**src/rtl/alu_pkg.sv**
```systemverilog
// rtl/alu_pkg.sv - shared widths, FSM states and command layout for the ALU sequencer
package alu_pkg;

  localparam int ALU_DW  = 4;
  localparam int ALU_OPW = 2;
  localparam int ALU_RW  = 8;

  typedef enum logic [1:0] {
    IDLE = 2'd0,
    EXEC = 2'd1,
    DONE = 2'd2
  } state_t;

  typedef struct packed {
    logic [ALU_OPW-1:0] op;
    logic [ALU_DW-1:0]  a;
    logic [ALU_DW-1:0]  b;
  } cmd_t;

endpackage

```
**src/rtl/alu_cmd_fifo.sv**
```systemverilog
// rtl/alu_cmd_fifo.sv - power-of-two command FIFO with registered occupancy
module alu_cmd_fifo
  import alu_pkg::*;
#(
  parameter int DEPTH = 4
) (
  input  logic                   clk,
  input  logic                   rst,
  input  logic                   push,
  input  logic                   pop,
  input  cmd_t                   wdata,
  output cmd_t                   rdata,
  output logic                   full,
  output logic                   empty,
  output logic [$clog2(DEPTH):0] count
);

  localparam int AW = $clog2(DEPTH);

  cmd_t          mem [DEPTH];
  logic [AW-1:0] wr_ptr;
  logic [AW-1:0] rd_ptr;
  logic          do_push;
  logic          do_pop;

  // Guards keep pointers coherent even if a caller pushes when full or pops when empty.
  assign do_push = push && !full;
  assign do_pop  = pop && !empty;
  assign full    = (count == DEPTH[AW:0]);
  assign empty   = (count == '0);
  assign rdata   = mem[rd_ptr];

  always_ff @(posedge clk) begin
    if (rst) begin
      wr_ptr <= '0;
      rd_ptr <= '0;
      count  <= '0;
    end else begin
      if (do_push) wr_ptr <= wr_ptr + 1'b1;
      if (do_pop)  rd_ptr <= rd_ptr + 1'b1;
      case ({do_push, do_pop})
        2'b10:   count <= count + 1'b1;
        2'b01:   count <= count - 1'b1;
        default: count <= count;
      endcase
    end
  end

  always_ff @(posedge clk) begin
    if (do_push) mem[wr_ptr] <= wdata;
  end

endmodule

```
**src/rtl/alu_cmd_seq.sv**
```systemverilog
// rtl/alu_cmd_seq.sv - feeds queued commands to an external combinational ALU and returns results
module alu_cmd_seq
  import alu_pkg::*;
#(
  parameter int DEPTH = 4
) (
  input  logic                   clk,
  input  logic                   rst,
  input  logic                   cmd_valid,
  output logic                   cmd_ready,
  input  logic [ALU_DW-1:0]      cmd_a,
  input  logic [ALU_DW-1:0]      cmd_b,
  input  logic [ALU_OPW-1:0]     cmd_op,
  output logic [ALU_DW-1:0]      alu_a,
  output logic [ALU_DW-1:0]      alu_b,
  output logic [ALU_OPW-1:0]     alu_s,
  input  logic [ALU_RW-1:0]      alu_f,
  output logic                   res_valid,
  input  logic                   res_ready,
  output logic [ALU_RW-1:0]      res_data,
  output logic [ALU_OPW-1:0]     res_op,
  output logic [$clog2(DEPTH):0] count,
  output logic                   busy
);

  state_t state;
  state_t state_nxt;
  cmd_t   head;
  logic   full;
  logic   empty;
  logic   push;
  logic   pop;
  logic   capture;
  logic   res_accept;

  // Ready comes only from registered occupancy, so a pop never re-opens it in the same cycle.
  assign cmd_ready = !full && !rst;
  assign push      = cmd_valid && cmd_ready;
  assign busy      = (state != IDLE) || (count != '0);

  alu_cmd_fifo #(
    .DEPTH (DEPTH)
  ) u_fifo (
    .clk   (clk),
    .rst   (rst),
    .push  (push),
    .pop   (pop),
    .wdata ({cmd_op, cmd_a, cmd_b}),
    .rdata (head),
    .full  (full),
    .empty (empty),
    .count (count)
  );

  always_ff @(posedge clk) begin
    if (rst) state <= IDLE;
    else     state <= state_nxt;
  end

  always_comb begin
    state_nxt  = state;
    pop        = 1'b0;
    capture    = 1'b0;
    res_accept = 1'b0;
    case (state)
      IDLE: begin
        if (!empty) begin
          pop       = 1'b1;
          state_nxt = EXEC;
        end
      end
      EXEC: begin
        capture   = 1'b1;
        state_nxt = DONE;
      end
      DONE: begin
        if (res_ready) begin
          res_accept = 1'b1;
          if (!empty) begin
            pop       = 1'b1;
            state_nxt = EXEC;
          end else begin
            state_nxt = IDLE;
          end
        end
      end
      default: state_nxt = IDLE;
    endcase
  end

  // ALU operands change only on a pop; the ALU output is sampled one cycle after loading.
  always_ff @(posedge clk) begin
    if (rst) begin
      alu_a     <= '0;
      alu_b     <= '0;
      alu_s     <= '0;
      res_data  <= '0;
      res_op    <= '0;
      res_valid <= 1'b0;
    end else begin
      if (pop) begin
        alu_a <= head.a;
        alu_b <= head.b;
        alu_s <= head.op;
      end
      if (capture) begin
        res_data  <= alu_f;
        res_op    <= alu_s;
        res_valid <= 1'b1;
      end else if (res_accept) begin
        res_valid <= 1'b0;
      end
    end
  end

endmodule

```
**config.mk**
```make
export PLATFORM = sky130hd
export DESIGN_NAME = alu_cmd_seq
export DESIGN_NICKNAME = d
export VERILOG_FILES = /design/src/rtl/alu_pkg.sv /design/src/rtl/alu_cmd_fifo.sv /design/src/rtl/alu_cmd_seq.sv
export SDC_FILE = /design/constraint.sdc
export NUM_CORES = 1
export LEC_CHECK = 0
export CAP_MARGIN = 20
export CORE_MARGIN = 2
export CORE_UTILIZATION = 40
export CTS_CLUSTER_DIAMETER = 30
export DETAILED_ROUTE_END_ITERATION = 7
export MAX_ROUTING_LAYER = met4
export PLACE_DENSITY = 0.66
export RECOVER_POWER = 50
export SETUP_SLACK_MARGIN = 0.2
export SYNTH_ARGS = -nofsm -noshare
export SYNTH_HDL_FRONTEND = slang
export SYNTH_SLANG_ARGS = --single-unit
```
**constraint.sdc**
```tcl
create_clock -name clk -period 2 [get_ports clk]
set_clock_uncertainty 0.05 [all_clocks]
set_input_delay 0.4 -clock clk [delete_from_list [all_inputs] [get_ports clk]]
set_output_delay 0.4 -clock clk [all_outputs]
set_load 0.05 [all_outputs]
```
== Word level (Yosys, flattened, before mapping) ==
Memory sizes are Yosys's and may differ from the RTL's. A register that Yosys moved wholly into a read port is not among the register bits.
Index checks and enable logic that the tools add are counted.

* Mux-type cells: 15
* Add/sub/neg operators: 4
* Reductions and logical operators: 15
* Equality and inequality tests: 7

{| class="wikitable"
|+ Operator list
! kind !! number
|-
| $mux W1 || 10
|-
| $pmux W2 S3 || 1
|-
| $pmux W3 S2 || 1
|-
| $reduce_bool A2 Y1 || 3
|-
| $add A2 B1 Y2 const B || 2
|-
| $eq A2 B1 Y1 const B || 2
|-
| $eq A2 B2 Y1 const B || 2
|-
| $logic_and A1 B1 Y1 || 4
|-
| $mux W2 || 2
|-
| $ne A2 B2 Y1 const B || 2
|-
| $add A3 B1 Y3 const B || 1
|-
| $eq A3 B3 Y1 const B || 1
|-
| $logic_not A1 Y1 || 3
|-
| $logic_not A3 Y1 || 1
|-
| $reduce_bool A3 Y1 || 1
|-
| $sub A3 B1 Y3 const B || 1
|-
| $logic_not A2 Y1 || 1
|-
| $pmux W1 S2 || 1
|-
| $reduce_and A2 Y1 || 1
|-
| $logic_or A1 B1 Y1 || 1
|}

* Memories: 1
* Output and inout bits: 26
* Input bits: 22
* Logic and storage cells: 49
* RAM bits: 40
* Register bits after elaboration: 20

{| class="wikitable"
|+ Memory list
! name !! words !! bits a word !! read ports !! clocked after Yosys merged registers in !! wr ports !! line !! RTL
|-
| u_fifo.mem || 4 || 10 || 1 || 1 || 1 || alu_cmd_fifo.sv:20 || <nowiki>cmd_t mem [DEPTH];</nowiki>
|}

== Logic depth before layout (Yosys ltp) ==
* Depth in word-level cells: 7
* Mapped depth: 9
* Depth with buffers taken out: 9

== Modules after synthesis ==
A second synthesis with hierarchy kept.

* Cell total of the unflattened synthesis: 211
* Area, all modules: 2875.3 um2

{| class="wikitable"
|+ Modules (own cells, without submodules)
! module !! area each (um2) !! sequential area each (um2) !! cells an instance !! times used
|-
| alu_cmd_fifo || 1919.3 || 1381.3 || 106 || 1
|-
| alu_cmd_seq || 955.9 || 460.4 || 105 || 1
|}

== Worst setup path after synthesis ==
Ideal clock, no wire load.

* Path type: register -> register
* Start point: register u_fifo.count[0]
* End point: register u_fifo.count[2]
* Setup time: 0.070 ns
* Arrival: 2.473 ns
* Data required time: 1.880 ns
* Period minus slack after synthesis: 2.593 ns
* Buffers on the path: 1
* Setup slack: -0.593 ns
* Stages on the path, launching flop included: 10
* Path through: dfxtp_1 nor3_2 nor3_1 buf_2 ha_1 inv_1 fa_1 xor2_1 or3_1 a21oi_1

* Word-level cells in the longest chain between the ends: 7
* Elaborated cells between the ends (all ways): 17
* Classes of those cells: add/sub: 2; eq/ne: 3; mux: 4; reduce/logical: 8

{| class="wikitable"
|+ RTL lines
! what !! line !! RTL
|-
| start: declaration || alu_cmd_fifo.sv:15 || <nowiki>output logic [$clog2(DEPTH):0] count</nowiki>
|-
| start signal: assignment || alu_cmd_fifo.sv:42 || <nowiki>2'b10: count <= count + 1'b1;</nowiki>
|-
| start signal: assignment || alu_cmd_fifo.sv:43 || <nowiki>2'b01: count <= count - 1'b1;</nowiki>
|-
| start signal: assignment || alu_cmd_fifo.sv:44 || <nowiki>default: count <= count;</nowiki>
|-
| $logic_not A3 Y1 (*) || alu_cmd_fifo.sv:30 || <nowiki>assign empty = (count == '0);</nowiki>
|-
| $mux W1 || alu_cmd_seq.sv:67, alu_cmd_seq.sv:79 ||
|-
| $mux W1 || alu_cmd_seq.sv:77 || <nowiki>if (res_ready) begin</nowiki>
|-
| $pmux W1 S2 || alu_cmd_seq.sv:65 || <nowiki>case (state)</nowiki>
|-
| $logic_and A1 B1 Y1 (*) || alu_cmd_fifo.sv:28 || <nowiki>assign do_pop = pop && !empty;</nowiki>
|-
| via u_fifo.do_pop || alu_cmd_fifo.sv:24 || <nowiki>logic do_pop;</nowiki>
|-
| $eq A2 B1 Y1 / $eq A2 B2 Y1 (equally long branches) || alu_cmd_fifo.sv:41 || <nowiki>case ({do_push, do_pop})</nowiki>
|-
| $pmux W3 S2 / $reduce_bool A2 Y1 (equally long branches) || -- ||
|}

The timed path passes the listed nets; every way through them passes the cells marked *.
A chain may end at the register's enable or synchronous reset.

== Worst setup path in the final report ==
* Start point: register u_fifo.count[1]
* End point: register u_fifo.count[2]

* Word-level cells in the longest chain between the ends: 7
* Elaborated cells between the ends (all ways): 17
* Classes of those cells: add/sub: 2; eq/ne: 3; mux: 4; reduce/logical: 8

{| class="wikitable"
|+ RTL lines
! what !! line
|-
| $logic_not A3 Y1 / $eq A3 B3 Y1 (equally long branches) || alu_cmd_fifo.sv:30, alu_cmd_fifo.sv:29
|-
| $mux W1 / $logic_not A1 Y1 (equally long branches) || --
|-
| $mux W1 / $logic_and A1 B1 Y1 (equally long branches) || alu_cmd_seq.sv:77, alu_cmd_seq.sv:37
|-
| $pmux W1 S2 / $logic_and A1 B1 Y1 (equally long branches) || alu_cmd_seq.sv:65, alu_cmd_seq.sv:38
|-
| $logic_and A1 B1 Y1 (on tied branches) || alu_cmd_fifo.sv:28, alu_cmd_fifo.sv:27
|-
| $eq A2 B1 Y1 / $eq A2 B2 Y1 (equally long branches) || alu_cmd_fifo.sv:41
|-
| $pmux W3 S2 / $reduce_bool A2 Y1 (equally long branches) || --
|}

Parallel ways exist; a longest one is shown, timed or not.

==> results list <==
- The H-tree was split into 3 levels.
- Synthesized-area fraction occupied by ao, oa, aoi and oai cells: 0.06645
- Largest net degree at the start of global routing: 23
- In this run the horizontal extent of the chip is 86.90 microns.
- In the detailed route, the total length drawn on met2 is 2488 microns.
- Tcrit/Tclk final: 0.9936
* Count of placed standard cells including taps: 325
- Final Hold Slack: 0.4021 ns
* Switching Share: 0.3924
- Share of cells above drive strength 1: 0.1955
* Total standard cell area after synthesis: 2749 sq um
- The synthesized design contains 70 register bits.
- Hold Buf Count CTS: 0
- The share of total power dissipated in sequential elements is 0.407.
- Register clock-pin slew on the reported worst setup and hold paths: 0.08 ns
- For this configuration, the core starts out at a cell density of 0.4091.
* Clock network power share: 0.193
* Row count: 30
- TritonCTS built the clock tree.
- Max rail drop VDD: 0.0004530 V
- Setup repair after global routing could not meet its margin everywhere.
* Number of remaining DRC errors: 0
- Area of the die: 7552 sq um
- The Yosys step of the flow raised 0 warnings.
* Wire length of the first global-routing pass: 8066 microns
* Reg-to-Reg End: u_fifo.count[2]$_SDFFE_PP0P_
- Across all register-to-register paths, the minimum setup slack is 0.01 ns.
* Worst setup slack before clock tree synthesis: -0.4143 ns
- Following the worst setup path forward leads to its endpoint at u_fifo.count[2]$_SDFFE_PP0P_.
* Total negative setup slack: 0 ns
- Sequential-to-total area share from yosys stat: 0.6554
* Outcome: finished, final reports clean
* Remaining max-slew budget at the tightest pin: 0.6082
- The layout has 589 filler cells.
- The worst setup path is captured at a flop.
- For this block, wires on met1 add up to 2345 microns.
* GRT Util Overall: 0.1498
- Drt total wl: 5159 microns
- The area growth from synthesis to layout is 32.86%.
- Gp weighted congestion: 0.6695
- The worst path in the final design needs a cycle of 1.987 ns, including I/O delays and setup.
* Sinks on the clock net: 70
- The via count of the first global-routing pass is 1656.
- The repair_antennas step left the layout with diodes totalling 0.
* Simple-gate share of the synthesized area: 0.1065
* Met3 Wirelength: 247 microns
- Worst path setup slack after routing: 0.01288 ns
- Global routing finished with a remaining overflow of 0.
* Number of buffers on the longest clock path: 2
* Worst slew pin tran: 0.5903 ns
- Dividing the synthesized area by the synthesized cell count gives 14.24 sq um.
- The number of different library cells used by synthesis comes to 34.
* Combinational power share: 0.400
- Count of pins on the block boundary: 48
- Min-delay worst type: flop to flop
* Nets@finish: 289
* Arrival time worst endpoint: 2.20 ns
- From bottom edge to top edge, the die measures 86.90 microns.
- In this run the tool buffered the top-level ports with 47 buffer cells.
* Post-synthesis share of cell area spent on xor and xnor gates: 0.006372
* Clock latency on the worst-skew pair: 0.34 ns
* Vias after detailed routing: 1718
- Final std cells w/o fill: 346
* Final hold vios: 0
- Cell type group with the largest total delay on the critical path: simple AND/OR/NAND/NOR gates
- In this run the static leakage power is 1.367 nW.
- In this run the worst path has a maximum fanout of 4.
- In this run the clock root is driven by a clkbuf_8.
- For this run, the top clock speed supported by timing is 0.5032 GHz.
* Number of maximum-capacitance constraint violations: 0
- Detail Route Antenna Nets: 0
- Launching instance or port of the critical path: u_fifo.count[1]$_SDFFE_PP0P_
- Final core utilization: 0.5436
* Category of the critical setup timing path: flop to flop
- Internal: 2.964 mW
- Slowest-stage cell, CP: dfxtp_4
- After technology mapping, the gate count stands at 193.
* Main combinational cell family by area after synthesis: simple AND/OR/NAND/NOR gates
- For this run, the slowest stage of the critical path takes 0.37 ns.
- Fraction of synthesized area in multiplexers: 0.1047
* HP Start: res_data[2]$_SDFFE_PP0P_
* Startpoint of the worst-slack reg-to-reg timing path: u_fifo.count[1]$_SDFFE_PP0P_
* Crit path buffers/inverters: 2
* Critical Path RT: 2.22 ns
* Number of antenna violations at the first check in global routing: 0
* TritonRoute pass-1 iters: 4
- Initial detailed-routing violation count: 45
- STA classifies the critical path startpoint as a flop.
- Counting the buffers created by CTS gives 9.
* Number of enable flip-flop cells after synthesis: 40
* Most frequently used flop master after synthesis: edfxtp_1
* Switching power total: 1.914 mW
- Dividing the detail-routed wire length by the instance count gives 14.91 microns.
- For this design the ratio of total power to cell area is 1336 nW/um^2.
- Total count of max-transition violations in the final report: 0
- The number of nets handed over by synthesis was 221.
* Core Box Area: 6719 sq um
* Adder-cell area share of the yosys netlist: 0.03004
- Share of flip-flops with an asynchronous set or reset after synthesis: 0
* Cells along the critical path: nor3b_4 -> nor3b_4 -> inv_2 -> ha_4 -> inv_2 -> fa_2 -> xor2_1 -> or3_1 -> a21oi_1
- Setup-violating endpoint count in the final report: 0
- Drt via density: 4.965
- Summed over all nets, the half-perimeter wirelength after detailed placement is 3329 microns.
* Register-to-Register Path Depth: 9
* Critical Path Stages: 9
- The highest metal layer carrying signal wires in the routed design is met4.
-- kinds of logic after synthesis --
family / after synthesis
DFF: 70
AOI/OAI and AO/OA: 27
muxes: 13
buffers and inverters: 18
and+or+nand+nor: 57
xor gates and xnor gates: 2
adders and majority gates: 6
-- per-layer routing --
metal	global-route usage	vias up
met1	0.1872	825
met4	0.07244	0
met5	-	-
met3	0.03412	6
met2	0.2311	45
li1	-	842
-- cells in the mapped netlist, types with 2 or more instances --
master | count | area (sq um)
nor2b_1 | 3 | 18.77
nor2_1 | 8 | 30.03
dfxtp_1 | 30 | 600.6
and2_1 | 4 | 25.02
inv_1 | 8 | 30.03
xor2_1 | 2 | 17.52
edfxtp_1 | 40 | 1201
clkbuf_1 | 2 | 7.510
mux4_1 | 8 | 210.2
mux4_2 | 2 | 45.04
o2bb2ai_1 | 10 | 87.58
buf_2 | 7 | 35.03
a21oi_1 | 13 | 65.06
ha_1 | 5 | 62.56
nand2_1 | 32 | 120.1
-- power groups by stage --
stage                     sequential [mW]  clock (mW)  combinational [mW]
after floorplan                      2.51           0               0.842
after global placement               2.02           0                1.97
after detailed placement             2.03           0                1.99
after CTS                            1.99       0.974                1.94
after global routing                 2.02        1.04                2.10
final                                1.99       0.941                1.95
-- tightest hold or removal path, stage by stage, from the launching register on --
cell and delay [ns]:
dfxtp_1 0.31, nand2_1 0.05, a21oi_1 0.05
-- sequential cells by signal, summed over array words and instances, names as in the netlist --
name           count
u_fifo.mem        40
res_data           8
alu_a              4
alu_b              4
u_fifo.count       3
alu_s              2
res_op             2
state              2
u_fifo.rd_ptr      2
u_fifo.wr_ptr      2
res_valid          1
-- metrics by stage --
stage | total power [mW] | area (sq um)
6_report | 4.879 | 3652
5_1_grt | 5.157 | 3652
2_1_floorplan | 3.347 | 2795
3_5_place_dp | 4.022 | 3472
3_3_place_gp | 3.983 | 3472
4_1_cts | 4.903 | 3656
-- worst min-delay path by stage --
| stage | cells past startpoint | to |
|---|---|---|
| 6_report | 2 | res_data[2]$_SDFFE_PP0P_ |
| 5_1_grt | 2 | res_op[1]$_SDFFE_PP0P_ |
| 4_1_cts | 2 | res_data[6]$_SDFFE_PP0P_ |
| 3_5_place_dp | 2 | res_data[2]$_SDFFE_PP0P_ |
| 3_3_place_gp | 2 | res_op[0]$_SDFFE_PP0P_ |
| 2_1_floorplan | 1 | u_fifo.wr_ptr[0]$_SDFFE_PP0P_ |
-- what timing repair did --
item                       4_1_cts  5_1_grt
pin swaps                        1        0
setup buffers                    5        0
setup endpoints to repair       25        6
resized for setup               29        7
-- cell usage in the layout (no fill, tap or decap), drive strengths merged, types with 2 or more instances in the layout --
master	count
o2bb2ai	10
clkdlybuf4s50	9
dlygate4sd2	23
dlygate4sd3	10
xor2	2
a21oi	14
nand2	32
buf	20
nor3	2
nor3b	2
nor2b	3
mux2	2
nor2	8
edfxtp	40
dfxtp	30
ha	5
clkinv	4
and2	4
clkbuf	16
mux4	10
inv	8
-- final cells by class --
type	count	area (sq um)	share of cell area
Multi-Input combinational cell	105	903.4	0.2473
Clock inverter	5	26.28	0.007194
Clock buffer	11	131.4	0.03597
Sequential cell	70	1814	0.4967
Tap cell	80	100.1	0.02741
Inverter	8	30.03	0.008222
Timing Repair Buffer	67	646.9	0.1771
Note: power is estimated with default switching activity, not from simulation.
